`config.mk`:
```
export PLATFORM = sky130hd
export DESIGN_NAME = sio_ch_tracker
export DESIGN_NICKNAME = d
export VERILOG_FILES = /design/src/rtl/sio_outbound_pkt_checker_pkg.sv /design/src/rtl/sio_outbound_pkt_checker_ch_tracker.sv
export SDC_FILE = /design/constraint.sdc
export NUM_CORES = 1
export LEC_CHECK = 0
export BUFFER_PORTS_ARGS = -buffer_cell sky130_fd_sc_hd__clkbuf_2
export CAP_MARGIN = 20
export CORE_ASPECT_RATIO = 1.2
export CORE_MARGIN = 8
export CORE_UTILIZATION = 40
export CTS_CLUSTER_DIAMETER = 150
export DETAILED_ROUTE_END_ITERATION = 12
export PLACE_DENSITY = 0.73
export SLEW_MARGIN = 15
export SYNTH_ARGS = -nofsm -noshare
export SYNTH_HDL_FRONTEND = slang
export SYNTH_SLANG_ARGS = --single-unit
```
`constraint.sdc`:
```
create_clock -name iol2clk -period 2.57 [get_ports iol2clk]
set_input_delay 0.514 -clock iol2clk [delete_from_list [all_inputs] [get_ports iol2clk]]
set_output_delay 0.514 -clock iol2clk [all_outputs]
set_load 0.02 [all_outputs]
```
`src/rtl/sio_outbound_pkt_checker_pkg.sv`:
```
// Shared types and constants for the outbound SIO packet checker.
// Latency: n/a (declarations only).
// Backpressure: n/a; the checker is a passive monitor and never stalls the bus.
package sio_mon_pkg;

   // Lane granularity for parity: one parity bit covers 16 data bits
   localparam int LANE_W = 16;

   // err_code bit positions
   localparam int ERR_PAR  = 0;
   localparam int ERR_ORPH = 1;
   localparam int ERR_OVL  = 2;
   localparam int ERR_W    = 3;

   // Per-channel packet tracking state
   typedef enum logic [1:0] {
      ST_IDLE    = 2'd0,
      ST_WAIT    = 2'd1,
      ST_PAYLOAD = 2'd2
   } ch_state_e;

endpackage

```
`src/rtl/sio_outbound_pkt_checker_ch_tracker.sv`:
```
// Single-channel tracker: packet FSM, lane parity check, saturating counters, first-error capture.
// Latency: busy/pkt_done/counters/errors all reflect the cycle before (registered, 1 cycle).
// Backpressure: none; observes only, headers arriving mid-packet are flagged and dropped.
module sio_ch_tracker
   import sio_mon_pkg::*;
#(
   parameter int DATA_W  = 128,
   parameter int BEATS   = 4,
   parameter int CNT_W   = 16,
   parameter int PAR_ODD = 1
)
(
   input  logic                     iol2clk,
   input  logic                     rst,
   input  logic                     enable,
   input  logic                     clr_err,
   input  logic                     hdr_vld,
   input  logic                     datareq,
   input  logic [DATA_W-1:0]        data,
   input  logic [DATA_W/LANE_W-1:0] parity,
   output logic                     busy,
   output logic                     pkt_done,
   output logic [CNT_W-1:0]         data_pkt_cnt,
   output logic [CNT_W-1:0]         ack_pkt_cnt,
   output logic                     err_sticky,
   output logic [ERR_W-1:0]         err_code
);
   localparam int         NLANE     = DATA_W / LANE_W;
   localparam logic       PAR_BIT   = (PAR_ODD != 0);
   localparam logic [3:0] LAST_BEAT = 4'(BEATS - 1);

   ch_state_e        state_q, state_d;
   logic [3:0]       beat_q, beat_d;
   logic             pkt_done_q, pkt_done_d;
   logic [CNT_W-1:0] data_cnt_q, data_cnt_d;
   logic [CNT_W-1:0] ack_cnt_q, ack_cnt_d;
   logic             err_sticky_q, err_sticky_d;
   logic [ERR_W-1:0] err_code_q, err_code_d;

   logic             ack_hit, data_hit, par_bad;
   logic [ERR_W-1:0] err_new;

   // Any lane whose XOR with its parity bit differs from the selected sense is bad
   always_comb begin
      par_bad = 1'b0;
      for (int i = 0; i < NLANE; i++) begin
         if (((^data[i*LANE_W +: LANE_W]) ^ parity[i]) != PAR_BIT) par_bad = 1'b1;
      end
   end

   // Packet FSM: header -> one gap cycle -> BEATS payload cycles
   always_comb begin
      state_d  = state_q;
      beat_d   = beat_q;
      ack_hit  = 1'b0;
      data_hit = 1'b0;
      case (state_q)
         ST_IDLE: begin
            if (hdr_vld) begin
               if (datareq) state_d = ST_WAIT;
               else         ack_hit = 1'b1;
            end
         end
         ST_WAIT: begin
            state_d = ST_PAYLOAD;
            beat_d  = 4'd0;
         end
         ST_PAYLOAD: begin
            if (beat_q == LAST_BEAT) begin
               state_d  = ST_IDLE;
               beat_d   = 4'd0;
               data_hit = 1'b1;
            end else begin
               beat_d = beat_q + 4'd1;
            end
         end
         default: begin
            state_d = ST_IDLE;
            beat_d  = 4'd0;
         end
      endcase
   end

   // Counters and completion pulse; FSM keeps running when disabled so alignment survives
   always_comb begin
      data_cnt_d = data_cnt_q;
      ack_cnt_d  = ack_cnt_q;
      pkt_done_d = enable & (ack_hit | data_hit);
      if (enable && data_hit && (data_cnt_q != '1)) data_cnt_d = data_cnt_q + CNT_W'(1);
      if (enable && ack_hit  && (ack_cnt_q  != '1)) ack_cnt_d  = ack_cnt_q  + CNT_W'(1);
   end

   // Error detection and first-error capture; clear wins over a same-cycle error
   always_comb begin
      err_new           = '0;
      err_new[ERR_PAR]  = par_bad & ((state_q == ST_IDLE & hdr_vld) | (state_q == ST_PAYLOAD));
      err_new[ERR_ORPH] = datareq & ~hdr_vld & ((state_q == ST_IDLE) | (state_q == ST_WAIT));
      err_new[ERR_OVL]  = hdr_vld & ((state_q == ST_WAIT) | (state_q == ST_PAYLOAD));
      err_sticky_d      = err_sticky_q;
      err_code_d        = err_code_q;
      if (clr_err) begin
         err_sticky_d = 1'b0;
         err_code_d   = '0;
      end else if (enable && !err_sticky_q && (err_new != '0)) begin
         err_sticky_d = 1'b1;
         err_code_d   = err_new;
      end
   end

   // State register with asynchronous reset
   always_ff @(posedge iol2clk or posedge rst) begin
      if (rst) begin
         state_q      <= ST_IDLE;
         beat_q       <= '0;
         pkt_done_q   <= 1'b0;
         data_cnt_q   <= '0;
         ack_cnt_q    <= '0;
         err_sticky_q <= 1'b0;
         err_code_q   <= '0;
      end else begin
         state_q      <= state_d;
         beat_q       <= beat_d;
         pkt_done_q   <= pkt_done_d;
         data_cnt_q   <= data_cnt_d;
         ack_cnt_q    <= ack_cnt_d;
         err_sticky_q <= err_sticky_d;
         err_code_q   <= err_code_d;
      end
   end

   assign busy         = (state_q != ST_IDLE);
   assign pkt_done     = pkt_done_q;
   assign data_pkt_cnt = data_cnt_q;
   assign ack_pkt_cnt  = ack_cnt_q;
   assign err_sticky   = err_sticky_q;
   assign err_code     = err_code_q;

endmodule

```
==> summary.md <==
| Metric | Value |
|---|---|
| CTS Buf Count | 5 |
| Crit start category | input port |
| Commonest cells after routing, fill and taps aside | clkbuf_2, xnor2_1, dfrtp_1 |
| Worst-path clk slew | 0.09 ns |
| TNS Setup | 0 ns |
| Critical Path AT | 2.27 ns |
| Slew Limit Fails | 0 |
| H-Tree Depth | 2 |
| CTS resizes | 0 |
| Leak | 2.24 nW |
| Vias/cell | 4.71 |
| Post-CTS Hold Buffers | 0 |
| Compound-Gate Fraction of Synth Area | 5.04% |
| VDD IR-drop max | 0.260 mV |
| Simple logic cell fraction of the synthesized area | 13.3% |
| Clock root buffer | clkbuf_8 |
| P&R area growth vs syn | 35.2% |
| Xor and xnor area share after synthesis | 44.0% |
| # setup viols final | 0 |
| Final net count | 654 |
| # diodes | 0 |
| Vias in the first global route | 3209 |
| Final Hold Viols | 0 |
| Multi-input logic area | 2150 sq um |
| Reg2reg start | data_pkt_cnt[4] |
| Gate power share | 45.7% |
| Most common cell after layout, fill and taps aside | clkbuf_2 |
| Worst Setup End Kind | register |
| Clock sink count | 43 |
| Tightest Pin Transition | 0.483 ns |
| Filler cells | 746 |
| First-pass GRT wire length | 14.5 mm |
| Setup WS pre-CTS | 0.126 ns |
| Starting Density | 40.6% |
| FMAX | 478 MHz |
| Tcrit/Tclk final | 81.3% |
| DRT iter0 DRCs | 96 |
| Post-synthesis sequential element count | 43 |
| Req. time, crit path | 2.75 ns |
| Setup bufs post-CTS | 0 |
| Final ANT Viol Nets | 0 |
| Drt total wl | 8.60 mm |
| Cells after synthesis | 317 |
| CTS max path bufs | 2 |
| CP startpoint | data[46] |
| Sw frac | 34.8% |
| Pwr/cell area | 568 nW/um^2 |
| R2R Setup Slk | 0.48 ns |
| Num rows | 36 |
| Clock share of power | 21.2% |
| Die width | 98.3 um |
| Adder-cell share of the synthesized area | 2.69% |
| Largest net degree at the start of global routing | 26 |
| Die ar. | 11300 sq um |
| DR vias | 2828 |
| Initial antenna violation count | 0 |
| Chip Height | 115 um |
| Hold WC Path Type | input port to asynchronous set/reset pin |
| CTS tree | done |
| Tot GR Track Use | 15.6% |
| Ys Warns | 0 |
| DP Wirelength | 7.73 mm |
| Register area | 1080 sq um |
| Share of cells above drive strength 1 | 38.9% |
| Clock skew | 0.00756 ns |
| CP max FO | 2 |
| Register-to-Register Path Depth | 5 |
| I/O pin count | 180 |
| Unrepaired setup endpoints after global routing | false |
| Final setup margin | 0.480 ns |
| Sw power | 869 uW |
| Worst-Skew Late Latency | 0.30 ns |
| Core area | 8020 sq um |
| Max_cap viols | 0 |
| Crit Path Class | input port to register |
| Cell-internal power | 1.63 mW |
| Yosys cell types | 38 |
| R2R Path End | data_pkt_cnt[1] |
| Hold WS | 0.0455 ns |
| CP Capture Point | err_sticky |
| Mux cell area share after synthesis | 1.00% |
| Worst slew margin | 67.7% |
| Total grt overflow | 0 |
| # DRC | 0 |
| Tmin final | 2.09 ns |
| Syn avg cell area | 10.3 sq um |
| Finished Core Util | 54.9% |
| Tot Pwr | 2.50 mW |
| Gpl congestion | 0.784 |
| DR WL/cell | 14.3 um |
| Post-synthesis cell area | 3250 sq um |
| IO buf count | 179 |
| Flop pwr share | 33.1% |
| Largest family of logic cells by synthesized area | XOR/XNOR gates |
| DR pass1 iterations | 4 |
| Outcome | completed |
| Syn Nets | 466 |
| Sequential area share after synthesis | 33.1% |
-- worst min path at each step --
stage | start | to | cells after the start
global route | rst | ack_pkt_cnt[11] | 2
global placement | rst | ack_pkt_cnt[11] | 2
finish | rst | ack_pkt_cnt[12] | 2
detailed placement | rst | ack_pkt_cnt[11] | 2
floorplan | beat_q[3] | beat_q[3] | 1
CTS | rst | ack_pkt_cnt[11] | 2
-- per-stage QoR --
stage	cells	instance area (sq um)
after floorplan	317	3250
after global placement	593	4290
after CTS	601	4400
after global routing	601	4400
after detailed placement	593	4290
final	601	4400
-- worst max-delay path, stage by stage --
cell	delay [ns]
clkbuf_2	0.09
xor2_1	0.16
xnor2_1	0.13
xnor3_2	0.44
xnor2_1	0.15
nor4_2	0.35
a21boi_1	0.14
o31a_1	0.30
-- area by class of cell --
| cell class | count | share of cell area, % |
|---|---|---|
| Multi-Input combinational cell | 266 | 48.8 |
| Timing Repair Buffer | 182 | 20.9 |
| Tap cell | 95 | 2.70 |
| Sequential cell | 43 | 24.5 |
| Inverter | 7 | 0.597 |
| Clock inverter | 3 | 0.995 |
| Clock buffer | 5 | 1.56 |
-- metal layers --
layer | track usage [%] | share of wire (%) | routed length [um] | vias to the layer above
met5 | 0 | 0 | 0 | -
met4 | 2.56 | 0.86 | 74 | 0
met2 | 29.5 | 51 | 4410 | 122
met1 | 15.6 | 38 | 3290 | 1278
met3 | 6.66 | 9.7 | 835 | 8
li1 | - | - | - | 1420
-- synth_stat cells --
| master | n | area, sq um |
|---|---|---|
| a41oi_1 | 1 | 8.76 |
| a21boi_1 | 1 | 7.51 |
| a311oi_1 | 2 | 17.5 |
| nand4b_1 | 1 | 8.76 |
| nand2b_1 | 2 | 12.5 |
| and3_1 | 8 | 50.1 |
| dfrtp_1 | 43 | 1080 |
| o211ai_1 | 1 | 7.51 |
| xnor2_2 | 1 | 16.3 |
| mux2_2 | 2 | 22.5 |
| mux2i_1 | 1 | 10.0 |
| o21ai_0 | 6 | 30.0 |
| o31a_1 | 1 | 8.76 |
| nor3_1 | 3 | 15.0 |
| nand4_1 | 6 | 37.5 |
| o2bb2ai_1 | 1 | 8.76 |
| inv_1 | 7 | 26.3 |
| a22o_1 | 1 | 8.76 |
| and4_1 | 3 | 26.3 |
| xnor3_2 | 1 | 23.8 |
| nand3_1 | 9 | 45.0 |
| nand3b_1 | 1 | 7.51 |
| nor2_1 | 9 | 33.8 |
| xor2_1 | 26 | 228 |
| clkbuf_1 | 1 | 3.75 |
| a31oi_1 | 1 | 6.26 |
| a21oi_1 | 3 | 15.0 |
| ha_1 | 7 | 87.6 |
| a21o_1 | 2 | 15.0 |
| xnor3_1 | 7 | 158 |
| and2_1 | 3 | 18.8 |
| xnor2_1 | 115 | 1010 |
| a21boi_0 | 2 | 15.0 |
| nor2b_1 | 5 | 31.3 |
| nand2_1 | 30 | 113 |
| nor3b_1 | 1 | 7.51 |
| nor4_2 | 2 | 25.0 |
| a311oi_2 | 1 | 15.0 |
-- cells by family (layout without fill, tap and decap cells) --
logic type,Yosys count,after routing
AND/OR/NAND/NOR,83,83
buffers and inverters,8,197
multiplexers,3,3
XOR/XNOR,150,150
adder cells (fa/ha/maj),7,7
flip-flops,43,43
AO/OA/AOI/OAI,23,23
-- power by group through the flow --
stage	clock network [mW]	registers, mW	logic, mW
final	0.529	0.827	1.14
after global routing	0.569	0.838	1.26
after CTS	0.540	0.827	1.16
after detailed placement	0	0.841	1.16
after global placement	0	0.834	1.13
after floorplan	0	0.888	0.761
-- state kept, by name, summed over array words and instances, names as in the netlist --
| signal | cells |
|---|---|
| ack_pkt_cnt | 16 |
| err_code | 3 |
| err_sticky | 1 |
| beat_q | 4 |
| pkt_done | 1 |
| data_pkt_cnt | 16 |
| state_q | 2 |
(Power assumes the default switching activity.)
